==> src/rtl/sdio_cmd_rx.sv <==
// Purpose: receives 7-byte command frames (SYNC, cmd, arg[31:24..7:0], tail) from an RX byte FIFO.
// Latency: 3 cycles per byte; outputs and valid_o update in the cycle after the tail byte is captured.
// Backpressure: reads only while rxempty is low; an in-frame gap of TIMEOUT empty cycles drops the frame with err_o.
//
// Ports:
//   clk, rst         clock, synchronous active-high reset
//   rxempty / rxen   FIFO empty flag in, one-cycle read strobe out
//   dat_i            FIFO read data, valid the cycle after rxen
//   cmd_o/arg_o/tail_o  fields of the last complete frame
//   valid_o / err_o  one-cycle pulses: new frame / partial frame discarded
module sdio_cmd_rx #(
    parameter logic [7:0] SYNC    = 8'hF0,
    parameter int         TIMEOUT = 1000
) (
    input  logic        clk,
    input  logic        rst,
    input  logic        rxempty,
    output logic        rxen,
    input  logic [7:0]  dat_i,
    output logic [7:0]  cmd_o,
    output logic [31:0] arg_o,
    output logic [7:0]  tail_o,
    output logic        valid_o,
    output logic        err_o
);

    localparam int            TW    = $clog2(TIMEOUT + 1);
    localparam logic [TW-1:0] T_MAX = TW'(TIMEOUT);
    localparam logic [TW-1:0] T_PRE = TW'(TIMEOUT - 1);

    typedef enum logic [1:0] {
        ST_REQ  = 2'd0,
        ST_WAIT = 2'd1,
        ST_CAP  = 2'd2
    } state_t;

    state_t        state_q, state_d;
    logic [2:0]    idx_q, idx_d;
    logic [TW-1:0] timer_q, timer_d;
    logic [7:0]    cmd_sh_q, cmd_sh_d;
    logic [31:0]   arg_sh_q, arg_sh_d;
    logic [7:0]    cmd_q, cmd_d;
    logic [31:0]   arg_q, arg_d;
    logic [7:0]    tail_q, tail_d;
    logic          valid_q, valid_d;
    logic          err_q, err_d;
    logic          timeout;

    // ---------------- read FSM: state register ----------------
    always_ff @(posedge clk) begin
        if (rst) begin
            state_q <= ST_REQ;
        end else begin
            state_q <= state_d;
        end
    end

    // ---------------- read FSM: next state ----------------
    always_comb begin
        state_d = state_q;
        unique case (state_q)
            ST_REQ:  if (!rxempty) state_d = ST_WAIT;
            ST_WAIT: state_d = ST_CAP;
            ST_CAP:  state_d = ST_REQ;
            default: state_d = ST_REQ;
        endcase
    end

    // ---------------- read FSM: outputs ----------------
    // Strobe is combinational so it lands in the same cycle REQ sees data;
    // gated by rst so nothing is popped while the block is held in reset.
    always_comb begin
        rxen = (state_q == ST_REQ) && !rxempty && !rst;
    end

    // ---------------- frame assembly and gap timer ----------------
    // The timer only ever reaches T_MAX for one cycle, and only in REQ:
    // that cycle aborts the frame even if a read is launched in it, so
    // the byte being read starts a fresh hunt.
    assign timeout = (timer_q == T_MAX);

    always_comb begin
        idx_d    = idx_q;
        timer_d  = timer_q;
        cmd_sh_d = cmd_sh_q;
        arg_sh_d = arg_sh_q;
        cmd_d    = cmd_q;
        arg_d    = arg_q;
        tail_d   = tail_q;
        valid_d  = 1'b0;
        err_d    = 1'b0;

        if (timeout) begin
            idx_d   = 3'd0;
            timer_d = '0;
        end else if (state_q == ST_CAP) begin
            timer_d = '0;
            case (idx_q)
                3'd0: begin
                    if (dat_i == SYNC) idx_d = 3'd1;
                end
                3'd1: begin
                    cmd_sh_d = dat_i;
                    idx_d    = 3'd2;
                end
                3'd2, 3'd3, 3'd4, 3'd5: begin
                    // MSB-first: after four shifts byte 2 sits in [31:24]
                    arg_sh_d = {arg_sh_q[23:0], dat_i};
                    idx_d    = idx_q + 3'd1;
                end
                3'd6: begin
                    cmd_d   = cmd_sh_q;
                    arg_d   = arg_sh_q;
                    tail_d  = dat_i;
                    valid_d = 1'b1;
                    idx_d   = 3'd0;
                end
                default: idx_d = 3'd0;
            endcase
        end else if ((state_q == ST_REQ) && rxempty && (idx_q != 3'd0)) begin
            timer_d = timer_q + 1'b1;
            // err_o is registered, so it rises together with timer_q == T_MAX
            if (timer_q == T_PRE) err_d = 1'b1;
        end
    end

    always_ff @(posedge clk) begin
        if (rst) begin
            idx_q    <= 3'd0;
            timer_q  <= '0;
            cmd_sh_q <= 8'h00;
            arg_sh_q <= 32'h0;
            cmd_q    <= 8'h00;
            arg_q    <= 32'h0;
            tail_q   <= 8'h00;
            valid_q  <= 1'b0;
            err_q    <= 1'b0;
        end else begin
            idx_q    <= idx_d;
            timer_q  <= timer_d;
            cmd_sh_q <= cmd_sh_d;
            arg_sh_q <= arg_sh_d;
            cmd_q    <= cmd_d;
            arg_q    <= arg_d;
            tail_q   <= tail_d;
            valid_q  <= valid_d;
            err_q    <= err_d;
        end
    end

    assign cmd_o   = cmd_q;
    assign arg_o   = arg_q;
    assign tail_o  = tail_q;
    assign valid_o = valid_q;
    assign err_o   = err_q;

endmodule

==> config.mk <==
export PLATFORM = sky130hd
export DESIGN_NAME = sdio_cmd_rx
export DESIGN_NICKNAME = d
export VERILOG_FILES = /design/src/rtl/sdio_cmd_rx.sv
export SDC_FILE = /design/constraint.sdc
export NUM_CORES = 1
export LEC_CHECK = 0
export ABC_AREA = 1
export CAP_MARGIN = 30
export CORE_ASPECT_RATIO = 0.9
export CORE_UTILIZATION = 60
export CTS_CLUSTER_SIZE = 30
export DETAILED_ROUTE_END_ITERATION = 16
export GPL_ROUTABILITY_DRIVEN = 0
export PLACE_DENSITY = 0.9
export REMOVE_ABC_BUFFERS = 1
export SETUP_SLACK_MARGIN = 0.3
export SYNTH_ARGS = -nofsm -noshare
export SYNTH_HDL_FRONTEND = slang
export SYNTH_SLANG_ARGS = --single-unit
==> constraint.sdc <==
create_clock -name clk -period 3.76 [get_ports clk]
set_input_delay 0.564 -clock clk [delete_from_list [all_inputs] [get_ports clk]]
set_output_delay 0.564 -clock clk [all_outputs]
set_load 0.005 [all_outputs]
==> metrics.log <==
[metrics] number of flip-flops and latches in the synthesized netlist: 105
[metrics] starting utilization of the core area: 0.6350
[metrics] Post-Place Cells: 970
[metrics] worst-margin pin slew: 0.7005 ns
[metrics] crit path max fanout: 36
[metrics] Post-Synthesis Mean Instance Area: 6.313 um^2
[metrics] crit path time final: 2.568 ns
[metrics] xor and xnor area share after synthesis: 0.001669
[metrics] achievable frequency: 389.5 MHz
[metrics] Cells after Synth: 831
[metrics] count of unresolved DRC violations after routing: 0
[metrics] clock transition at the registers of the reported paths: 0.09 ns
[metrics] critical path arrival: 2.87 ns
[metrics] Synth Area in Compound Gates: 0.01431
[metrics] startpoint type of the worst setup path: register
[metrics] top cells by instance count after synthesis: nand2_1, inv_1, nor2_1
[metrics] Final Hold Vio Count: 0
[metrics] Die Y-Extent: 90.71 um
[metrics] antenna diode instance count: 0
[metrics] Simple-Gate Fraction of Synth Area: 0.3685
[metrics] most frequently used flop master after synthesis: dfxtp_1
[metrics] kind of end point of the critical path: register
[metrics] width of the chip: 100.6 um
[metrics] first-pass detailed-route iteration total: 5
[metrics] aggregate global routing overflow: 0
[metrics] Port Buffer Count: 61
[metrics] switching power summed over all nets: 0.4409 mW
[metrics] EDFF count, synth: 0
[metrics] number of buffers inserted by hold repair at cts: 0
[metrics] setup TNS: 0 ns
[metrics] class of the most critical setup path: reg2reg
[metrics] total track usage: 0.2558
[metrics] layout cells sized above 1: 0.03904
[metrics] outcome: finished clean
[metrics] leading cell types by total area after synthesis: dfxtp_1, nand2_1, inv_1, nand4_1, nor2_1
[metrics] CTS tree: yes
[metrics] area post-placement: 5863 um^2
[metrics] internal power component: 1.468 mW
[metrics] core occupancy in the finished layout: 0.7342
[metrics] Finish-stage setup viols: 0
[metrics] final non-filler cell area: 6066 um^2
[metrics] fraction of power consumed by the clock network: 0.374
[metrics] Core Area: 8262 um^2
[metrics] Antenna Nets Post-Route: 0
[metrics] Wirelength per Cell: 11.16 um
[metrics] final cell count without fillers: 986
[metrics] CTS Root Buffer Type: clkbuf_8
[metrics] logic gate share of total power: 0.043
[metrics] number of levels in the clock H-tree: 3
[metrics] vias in the first global route: 4431
[metrics] required time of the worst setup path: 4.06 ns
[metrics] switching share of power: 0.2310
[metrics] antenna violations before repair: 0
[metrics] main combinational cell family by area after synthesis: simple AND/OR/NAND/NOR gates
[metrics] IR drop worst, VDD: 198.3 uV
[metrics] largest net degree at the start of global routing: 75
[metrics] Seq/Total Area, Yosys: 0.4007
[metrics] power per cell area: 314.7 nW/um^2
[metrics] async set-reset flop share out of synthesis: 0
[metrics] number of instances resized during post-cts repair: 0
[metrics] worst hold-check path type: reg2reg
[metrics] Max-cap violations: 0
[metrics] placed wire-length estimate after detailed placement: 7.274 mm
[metrics] number of clock buffers inserted by TritonCTS: 9
[metrics] I/O pin count: 62
[metrics] vias post-DR: 4830
[metrics] final worst clock skew: 0.01092 ns
[metrics] clk buf depth: 2
[metrics] number of distinct standard cells referenced by the synthesized netlist: 22
[metrics] die outline area: 9122 um^2
[metrics] first-pass GRT wire length: 19.16 mm
[metrics] Relative slew margins: 0.5330
[metrics] net total in the final layout: 884
[metrics] number of vias per cell after detailed routing: 4.899
[metrics] area share of the largest cell type after synthesis: 0.4007
[metrics] Fin Hold WS: 0.5002 ns
[metrics] post-synth top area cell: dfxtp_1
[metrics] total detailed-routing wirelength: 11.00 mm
[metrics] mux cell area share after synthesis: 0
[metrics] Clock Sinks: 105
[metrics] leading cell type by number of instances after synthesis: nand2_1
[metrics] adder and majority gate portion of the synthesized area: 0.01669
[metrics] worst-skew pair later-pin latency: 0.37 ns
[metrics] Synth Warn #: 0
[metrics] setup repair after global routing missed its margin: no
[metrics] Area growth syn-to-layout: 15.62%
[metrics] crit share post-route: 0.6828
[metrics] Row Count: 31
[metrics] Slew Limit Fails: 0
[metrics] leakage power: 2.789 nW
[metrics] sequential power share: 0.584
[metrics] drt first-iter violations: 211
[metrics] netlist area before placement: 5246 um^2
[metrics] number of setup buffers added after CTS: 0
## critical path: stages, from the launching register on
cell and delay, ns:
dfxtp_1 0.40, inv_1 0.10, ha_1 0.21, nand3_1 0.08, nor2_1 0.05, nand2_2 0.46
nand3_1 0.64, buf_8 0.36, nand2_1 0.06, inv_1 0.04, nor2_1 0.10
## kinds of logic (layout without fill, tap and decap cells)
kind of cell	Yosys count	in the layout
flip-flops	105	105
buffers and inverters	261	301
adder cells (fa/ha/maj)	7	7
AO/OA/AOI/OAI	15	15
AND/OR/NAND/NOR	442	442
XOR/XNOR	1	1
## flip-flops by register name, indices dropped and copies added (netlist names)
| signal | flops |
|---|---|
| arg_o | 32 |
| arg_sh_q | 32 |
| cmd_o | 8 |
| cmd_sh_q | 8 |
| err_o | 1 |
| idx_q | 3 |
| state_q | 2 |
| tail_o | 8 |
| timer_q | 10 |
| valid_o | 1 |
## final cells by class
type | instances | area, um^2
clock buffers | 10 | 137.6
well taps | 115 | 143.9
multi-input cells | 465 | 2112
repair buffers | 70 | 698.2
clock inverters | 6 | 65.06
inverters | 215 | 807.0
fillers | 699 | 2196
flip-flops and latches | 105 | 2102
## layer usage
| metal | global-route usage | vias up | share of wire |
|---|---|---|---|
| li1 | - | 2546 | - |
| met5 | 0 | - | 0 |
| met1 | 0.3181 | 2127 | 0.44 |
| met4 | 0.05797 | 0 | 0.011 |
| met2 | 0.4475 | 144 | 0.49 |
| met3 | 0.05728 | 13 | 0.058 |
## final timing paths
path	from	to	slack, ns	cells past startpoint
worst max-delay path	timer_q[0]	arg_sh_q[0]	1.19	10
worst min-delay path	state_q[1]	state_q[1]	0.50	1
worst max register to register	timer_q[0]	arg_sh_q[0]	1.19	10
worst min register to register	state_q[1]	state_q[1]	0.50	1
## power groups by stage
| stage | clock network, mW | registers (mW) | logic, mW |
|---|---|---|---|
| after detailed placement | 0 | 1.14 | 0.0801 |
| after floorplan | 0 | 1.14 | 0.0503 |
| after CTS | 0.728 | 1.11 | 0.0805 |
| after global placement | 0 | 1.14 | 0.0787 |
| final | 0.713 | 1.11 | 0.0813 |
| after global routing | 0.774 | 1.11 | 0.0906 |
## layout by cell type, fill, tap and decap left out, drive strengths merged, types with 2 or more instances in the layout
cell type      netlist  final
o21ai                4      4
dfxtp              105    105
nor3                 3      3
nor4                 2      2
buf                 33      9
a21oi               11     11
inv                215    217
ha                   7      7
nand4               92     92
clkbuf              13     10
clkinv               0      2
nand2              219    219
nand3               13     13
nor2               112    112
clkdlybuf4s50        0     61
## per-stage QoR
step,power (mW),setup WS (ns)
after detailed placement,1.220,1.279
after global placement,1.219,1.127
after CTS,1.923,1.219
after floorplan,1.190,-0.1755
after global routing,1.979,0.9361
final,1.909,1.193
(Power assumes the default switching activity.)
